<file path="src/rtl/hazard_unit_pkg.sv">
// Shared types for the decode-stage hazard unit: control levels, register addresses, shadow entries.
// No logic here beyond a small liveness helper used by the comparator.
package hazard_unit_pkg;

    localparam int REG_AW = 5;

    typedef logic [REG_AW-1:0] RegAddr;

    typedef enum logic {
        DISABLE = 1'b0,
        ENABLE  = 1'b1
    } Signal;

    typedef enum logic {
        RUN   = 1'b0,
        FLUSH = 1'b1
    } HazState;

    typedef struct packed {
        logic   valid;
        RegAddr dest;
        logic   wr;
        logic   ld;
    } ShadowEntry;

    // Register 0 is hardwired, so a write to it never produces a value worth forwarding.
    function automatic logic entry_live(input ShadowEntry e);
        return e.valid & e.wr & (e.dest != '0);
    endfunction

endpackage

</file>
<file path="src/rtl/hazard_cmp.sv">
// Compares decode-stage source operands against one shadow pipeline entry.
// Purely combinational; no state, no backpressure.
module hazard_cmp
    import hazard_unit_pkg::*;
(
    input  ShadowEntry ent,
    input  RegAddr     rs_a,
    input  RegAddr     rt_a,
    input  logic       uses_rt,
    output logic       match_rs,
    output logic       match_rt
);

    logic live;

    always_comb begin
        live     = entry_live(ent);
        match_rs = live & (ent.dest == rs_a);
        match_rt = live & uses_rt & (ent.dest == rt_a);
    end

endmodule

</file>
<file path="src/rtl/hazard_unit.sv">
// Forwarding selects, load-use stall and branch/jump flush control for the decode/execute boundary.
// Outputs are combinational from shadow state and decode inputs; state advances every posedge.
module hazard_unit
    import hazard_unit_pkg::*;
#(
    parameter int BRANCH_PENALTY = 2
)
(
    input  logic   clk,
    input  logic   rst,
    input  RegAddr rs_a,
    input  RegAddr rt_a,
    input  RegAddr rd_a,
    input  logic   reg_dst,
    input  logic   uses_rt,
    input  logic   reg_write,
    input  logic   read_mem,
    input  logic   jmp,
    input  logic   branch_taken,
    output Signal  fwdX_rs,
    output Signal  fwdX_rt,
    output Signal  fwdM_rs,
    output Signal  fwdM_rt,
    output Signal  stall,
    output logic   pc_hold,
    output logic   flush_fd
);

    localparam logic [2:0] CNT_RELOAD = 3'(BRANCH_PENALTY - 1);

    HazState    state_q, state_d;
    logic [2:0] cnt_q, cnt_d;
    ShadowEntry shx_q, shx_d;
    ShadowEntry shm_q, shm_d;

    ShadowEntry dec_entry;
    logic       x_rs, x_rt, m_rs, m_rt;
    logic       load_hz;
    logic       flush_act;
    logic       advance;

    hazard_cmp u_cmp_x (
        .ent      (shx_q),
        .rs_a     (rs_a),
        .rt_a     (rt_a),
        .uses_rt  (uses_rt),
        .match_rs (x_rs),
        .match_rt (x_rt)
    );

    hazard_cmp u_cmp_m (
        .ent      (shm_q),
        .rs_a     (rs_a),
        .rt_a     (rt_a),
        .uses_rt  (uses_rt),
        .match_rs (m_rs),
        .match_rt (m_rt)
    );

    always_comb begin
        dec_entry.valid = 1'b1;
        dec_entry.dest  = reg_dst ? rd_a : rt_a;
        dec_entry.wr    = reg_write;
        dec_entry.ld    = read_mem;
    end

    // Hazard priority: active flush beats load-use, load-use beats jump.
    always_comb begin
        flush_act = branch_taken | (state_q == FLUSH);
        load_hz   = shx_q.ld & (x_rs | x_rt);

        advance  = 1'b1;
        pc_hold  = 1'b0;
        flush_fd = 1'b0;

        if (flush_act) begin
            advance  = 1'b0;
            flush_fd = 1'b1;
        end else if (load_hz) begin
            advance = 1'b0;
            pc_hold = 1'b1;
        end else if (jmp) begin
            flush_fd = 1'b1;
        end

        fwdX_rs = (x_rs & ~shx_q.ld) ? ENABLE : DISABLE;
        fwdX_rt = (x_rt & ~shx_q.ld) ? ENABLE : DISABLE;
        fwdM_rs = m_rs ? ENABLE : DISABLE;
        fwdM_rt = m_rt ? ENABLE : DISABLE;
        stall   = advance ? ENABLE : DISABLE;

        if (rst) begin
            advance  = 1'b1;
            pc_hold  = 1'b0;
            flush_fd = 1'b0;
            fwdX_rs  = DISABLE;
            fwdX_rt  = DISABLE;
            fwdM_rs  = DISABLE;
            fwdM_rt  = DISABLE;
            stall    = ENABLE;
        end
    end

    // Counter holds the number of FLUSH-state cycles still owed after the trigger cycle.
    always_comb begin
        state_d = state_q;
        cnt_d   = cnt_q;

        case (state_q)
            RUN: begin
                if (branch_taken && BRANCH_PENALTY > 1) begin
                    state_d = FLUSH;
                    cnt_d   = CNT_RELOAD;
                end
            end
            FLUSH: begin
                if (branch_taken) begin
                    cnt_d = CNT_RELOAD;
                    if (BRANCH_PENALTY <= 1) begin
                        state_d = RUN;
                    end
                end else begin
                    cnt_d = cnt_q - 3'd1;
                    if (cnt_d == 3'd0) begin
                        state_d = RUN;
                    end
                end
            end
            default: begin
                state_d = RUN;
                cnt_d   = 3'd0;
            end
        endcase
    end

    // MEM always advances; EX takes the decode instruction or a bubble.
    always_comb begin
        shm_d = shx_q;
        shx_d = advance ? dec_entry : '0;
    end

    always_ff @(posedge clk) begin
        if (rst) begin
            state_q <= RUN;
            cnt_q   <= 3'd0;
            shx_q   <= '0;
            shm_q   <= '0;
        end else begin
            state_q <= state_d;
            cnt_q   <= cnt_d;
            shx_q   <= shx_d;
            shm_q   <= shm_d;
        end
    end

endmodule

</file>
<file path="config.mk">
export PLATFORM = sky130hd
export DESIGN_NAME = hazard_unit
export DESIGN_NICKNAME = d
export VERILOG_FILES = /design/src/rtl/hazard_unit_pkg.sv /design/src/rtl/hazard_cmp.sv /design/src/rtl/hazard_unit.sv
export SDC_FILE = /design/constraint.sdc
export NUM_CORES = 1
export LEC_CHECK = 0
export ABC_AREA = 1
export CELL_PAD_IN_SITES_DETAIL_PLACEMENT = 0
export CELL_PAD_IN_SITES_GLOBAL_PLACEMENT = 1
export CORE_MARGIN = 2
export CORE_UTILIZATION = 35
export DETAILED_ROUTE_END_ITERATION = 10
export PLACE_DENSITY = 0.85
export REMOVE_ABC_BUFFERS = 1
export SLEW_MARGIN = 40
export SYNTH_ARGS = -nofsm -noshare
export SYNTH_HDL_FRONTEND = slang
export SYNTH_HIERARCHICAL = 1
export SYNTH_SLANG_ARGS = --single-unit
</file>
<file path="constraint.sdc">
create_clock -name clk -period 3.8 [get_ports clk]
set_clock_uncertainty 0.15 [all_clocks]
set_input_delay 0.76 -clock clk [delete_from_list [all_inputs] [get_ports clk]]
set_output_delay 0.76 -clock clk [all_outputs]
set_load 0.01 [all_outputs]
</file>
==> results of run 1 <==
-- worst min-delay path, stage by stage (launching register included) --
cell and delay, ns:
dfxtp_1 0.33, inv_1 0.05, nor2_1 0.03
-- through the flow --
step	hold WS, ns	util
floorplan	0.2532	-
global placement	0.2693	0.4705
detailed placement	0.2771	0.4705
CTS	0.2939	0.4785
global route	0.3278	0.4785
finish	0.2883	0.4785
-- state kept, by name (all words and copies together) (netlist names) --
name     cells
state_q      1
shm_d        8
cnt_q        3
shm_q        7
-- power by group through the flow --
stage	Sequential, mW	Clock [mW]	Combinational, mW
finish	0.215	0.100	0.0911
global route	0.216	0.113	0.105
CTS	0.215	0.107	0.0929
detailed placement	0.219	0	0.0924
global placement	0.219	0	0.0920
floorplan	0.218	0	0.0473
-- how the worst min path moves through the flow --
stage	from	to	slack, ns	cells past startpoint
CTS	shm_d[7]	shm_q[7]	0.29	2
global placement	shm_d[7]	shm_q[7]	0.27	2
finish	shm_d[7]	shm_q[7]	0.29	2
floorplan	shm_d[7]	shm_q[7]	0.25	2
global route	shm_d[7]	shm_q[7]	0.33	2
detailed placement	shm_d[7]	shm_q[7]	0.28	2
-- layer usage --
layer	GRT usage	wire length (um)
met1	0.1922	1330
met2	0.2433	1105
met3	0.01982	107
met4	0.05833	19
met5	0	0
-- cell type report --
| class | count | area, um2 | share of cell area |
|---|---|---|---|
| clock buffers | 4 | 26.28 | 0.01659 |
| inverters | 51 | 191.4 | 0.1209 |
| well taps | 46 | 57.56 | 0.03633 |
| flip-flops and latches | 19 | 380.4 | 0.2401 |
| multi-input cells | 136 | 623.1 | 0.3934 |
| repair buffers | 31 | 305.3 | 0.1927 |
==> run metrics, run 1 <==
synthesis-to-finish area growth=31.46%; Place WS=0.2395 ns; clock share of power=0.247; largest net degree at the start of global routing=11; max_cap viols=0; RSZ-0062 raised after global routing=no; clk_lat worst skew=0.29 ns; width of the die=62.68 um; final cell count without fillers=287; final wirelength=2.564 mm; cts bufs inserted=3; Final WS setup=0.2495 ns; crit share post-route=0.9344; Post-DRT Antenna Nets=0; Lkg Pwr=0.7767 nW; end of the critical path=pc_hold; Total Power=406.1 uW; starting density of the core=0.3639; clk slew on worst S/H paths=0.10 ns; hpwl dp=2.161 mm; Max clock buf depth=2; Max VDD drop=128.9 uV; sw frac=0.2761; post-cts sizing count=0; Final nets=267; num rows=21; worst slew pin tran=0.3882 ns; GPL Wtd Cong=0.8051; min Tclk post-route=3.551 ns; # IOs=30; Final Max Tran Viols=0; Core Area=3311 um2; critical path's largest stage delay=0.56 ns; cell count after placement=283; Reg-to-Reg End=shm_d[2]; FF-to-FF path depth=9; Die Area=3928 um2; most frequent cells in the layout=nand2_1, inv_1, nor2_1; TritonCTS clock tree=done; Mapped Cells=208; fill count=392; R2R Setup Slk=2.25 ns; headroom to the max-slew limit=0.7404; CP Cell Sequence=clkdlybuf4s50_1 > inv_1 > nand2_1 > nand2_1 > nor2_1 > nand3_1 > nor2_1 > o21ai_4 > nor3_2 > clkdlybuf4s50_1; cts hold-fix bufs=0; Crit path depth=10; status=completed; fmax=0.2816 GHz; Mapped Area=1205 um2; postcts setup bufs=0; Hold Violations, Final=0; clk sink count=19; Worst EP arrival=2.64 ns; fraction of layout cells with a size suffix above 1=0.06639; grt ovf=0; most common cell after layout, fill and taps aside=nand2_1; DR vias=1160; crit path buf inv count=3; Crit. Startpoint=rt_a[2]; P_sw=112.1 uW; Die Ht=62.68 um; TNS Setup=0 ns; TritonRoute pass-1 iters=4; Setup CP Type=input port to primary output; CP Capture Type=primary output; vias in the first global route=1049; # port buffers=29; WL/cell=8.934 um; GRT Resource Usage Total=0.1467; Worst Path Required=2.89 ns; internal power=294.0 uW; first-pass GRT wire length=4.574 mm; Setup Viol. Count Final=0; Clk Tree Root Cell=clkbuf_4; DRC=0; n_diodes=0; H-Tree Depth=1; Post-DP Area=1558 um2; Mean Syn Cell Area=5.793 um2; power share of the combinational group=0.224; Critical Path Slowest Stage Cell=clkdlybuf4s50_1; Initial DRC Count=46; vias per std cell=4.042; cell family with most CP delay=buffers and inverters; fin area=1584 um2; crit-path max FO=5; Critical Path Source Type=input port; initial antenna violation count=0; Yosys warnings=6; R2R Path Start=shm_d[2]; Hold Path Class=flop to flop; Seq pwr share=0.528; power per cell area=256.4 nW/um2
Power figures use the tool's default switching activity.
==> run 2, diff against run 1 <==
- CORE_MARGIN: 2 -> not set
==> run 2 against run 1 <==
Final area is essentially flat; worst setup slack lost 0.017 ns; core utilization grew 2.4 points; combinational power is essentially flat; count of clock-buffer cells in the layout shrank 1; flip-flop and latch count is the same; final cell count shrank 0.70%; sequential power is essentially flat; critical path type unchanged; critical endpoint unchanged; highest routed layer unchanged.
==> run metrics, run 2 (same netlist as run 1, synthesis figures left out) <==
power per cell area=258.9 nW/um2; fill count=348; Post-DRT Antenna Nets=0; RSZ-0062 raised after global routing=no; Setup CP Type=input port to primary output; hold path start=shm_d[1]; cell count after placement=281; GPL Wtd Cong=0.7577; Hold Violations, Final=0; crit-path max FO=4; TritonCTS clock tree=done; vias per std cell=4.049; DR vias=1154; synthesis-to-finish area growth=31.36%; max_cap viols=0; Final Max Tran Viols=0; Post-DP Area=1555 um2; cts hold-fix bufs=0; Initial DRC Count=40; WL/cell=9.165 um; clk_lat worst skew=0.30 ns; n_diodes=0; width of the die=60.68 um; Place WS=0.2058 ns; TNS Setup=0 ns; R2R Path Start=shm_d[4]; hold path cells=2; H-Tree Depth=1; postcts setup bufs=0; first-pass GRT wire length=4.195 mm; Die Area=3681 um2; initial antenna violation count=0; num rows=20; Total Power=409.8 uW; fin area=1583 um2; Lkg Pwr=0.7794 nW; DRC=0; Clk Tree Root Cell=clkbuf_4; crit share post-route=0.9388; clk slew on worst S/H paths=0.11 ns; GRT Resource Usage Total=0.1571; CP Capture Type=primary output; Max VDD drop=123.6 uV; # port buffers=29; fmax=0.2803 GHz; Reg-to-Reg End=shm_d[2]; Core Area=3153 um2; Critical Path Source Type=input port; hpwl dp=2.121 mm; min Tclk post-route=3.567 ns; R2R Setup Slk=2.23 ns; Worst Path Required=2.89 ns; FF-to-FF path depth=9; cts bufs inserted=3; final wirelength=2.612 mm; Worst EP arrival=2.66 ns; grt ovf=0; Die Ht=60.68 um; worst slew pin tran=0.3123 ns; vias in the first global route=984; Setup Viol. Count Final=0; status=completed; clk sink count=19; fraction of layout cells with a size suffix above 1=0.07054; Max clock buf depth=2; max FFs per register=8; Hold Path Class=flop to flop; worst hold endpoint=shm_q[1]; starting density of the core=0.3821; most frequent cells in the layout=nand2_1, inv_1, nor2_1; headroom to the max-slew limit=0.7911; Final WS setup=0.2326 ns; TritonRoute pass-1 iters=4; final cell count without fillers=285; post-cts sizing count=0; utilization after layout=0.5020; Final nets=267; # IOs=30; most common cell after layout, fill and taps aside=nand2_1; largest net degree at the start of global routing=12; WHS=0.2816 ns
[run 2: cell types whose count changed in the layout (fill, tap and decap cells not counted)]
cell / before / now
clkbuf_1: 1 / 0
clkinv_2: 0 / 1
[run 2: layer usage]
layer | up-vias | global-route usage | part of all wire
met3 | 2 | 0.01493 | 0.032
met1 | 465 | 0.2237 | 0.54
met4 | 0 | 0.08766 | 0.013
li1 | 667 | - | -
met2 | 20 | 0.2323 | 0.42
met5 | - | 0 | 0
[run 2: how the worst max path moves through the flow]
stage	startpoint	end	slack, ns	depth (start not counted)
floorplan	rt_a[3]	stall	1.36	9
global placement	rt_a[0]	pc_hold	0.21	10
detailed placement	rt_a[0]	pc_hold	0.21	10
CTS	rt_a[0]	pc_hold	0.21	10
global route	rs_a[0]	pc_hold	0.01	10
finish	rs_a[0]	pc_hold	0.23	10
[run 2: critical path, cell delays in order]
cell and delay, ns:
clkdlybuf4s50_1 0.53, inv_1 0.06, nand2_1 0.05, nand2_1 0.05, nor2_1 0.13, nand3_1 0.10
nor2_1 0.22, o21ai_4 0.11, nor3_2 0.10, clkdlybuf4s50_1 0.55
[run 2: final cells by class]
class                           instances  area, um2  share of cell area
Clock buffer                            3      22.52             0.01423
Multi-Input combinational cell        136      623.1              0.3937
Timing Repair Buffer                   31      305.3              0.1929
Inverter                               51      191.4              0.1209
Sequential cell                        19      380.4              0.2403
Tap cell                               44      55.05             0.03478
Clock inverter                          1      5.005            0.003162
[run 2: where the power goes]
group	switching [mW]	internal (mW)
combinational	0.0450	0.0460
clock	0.0647	0.0392
sequential	0.00755	0.207
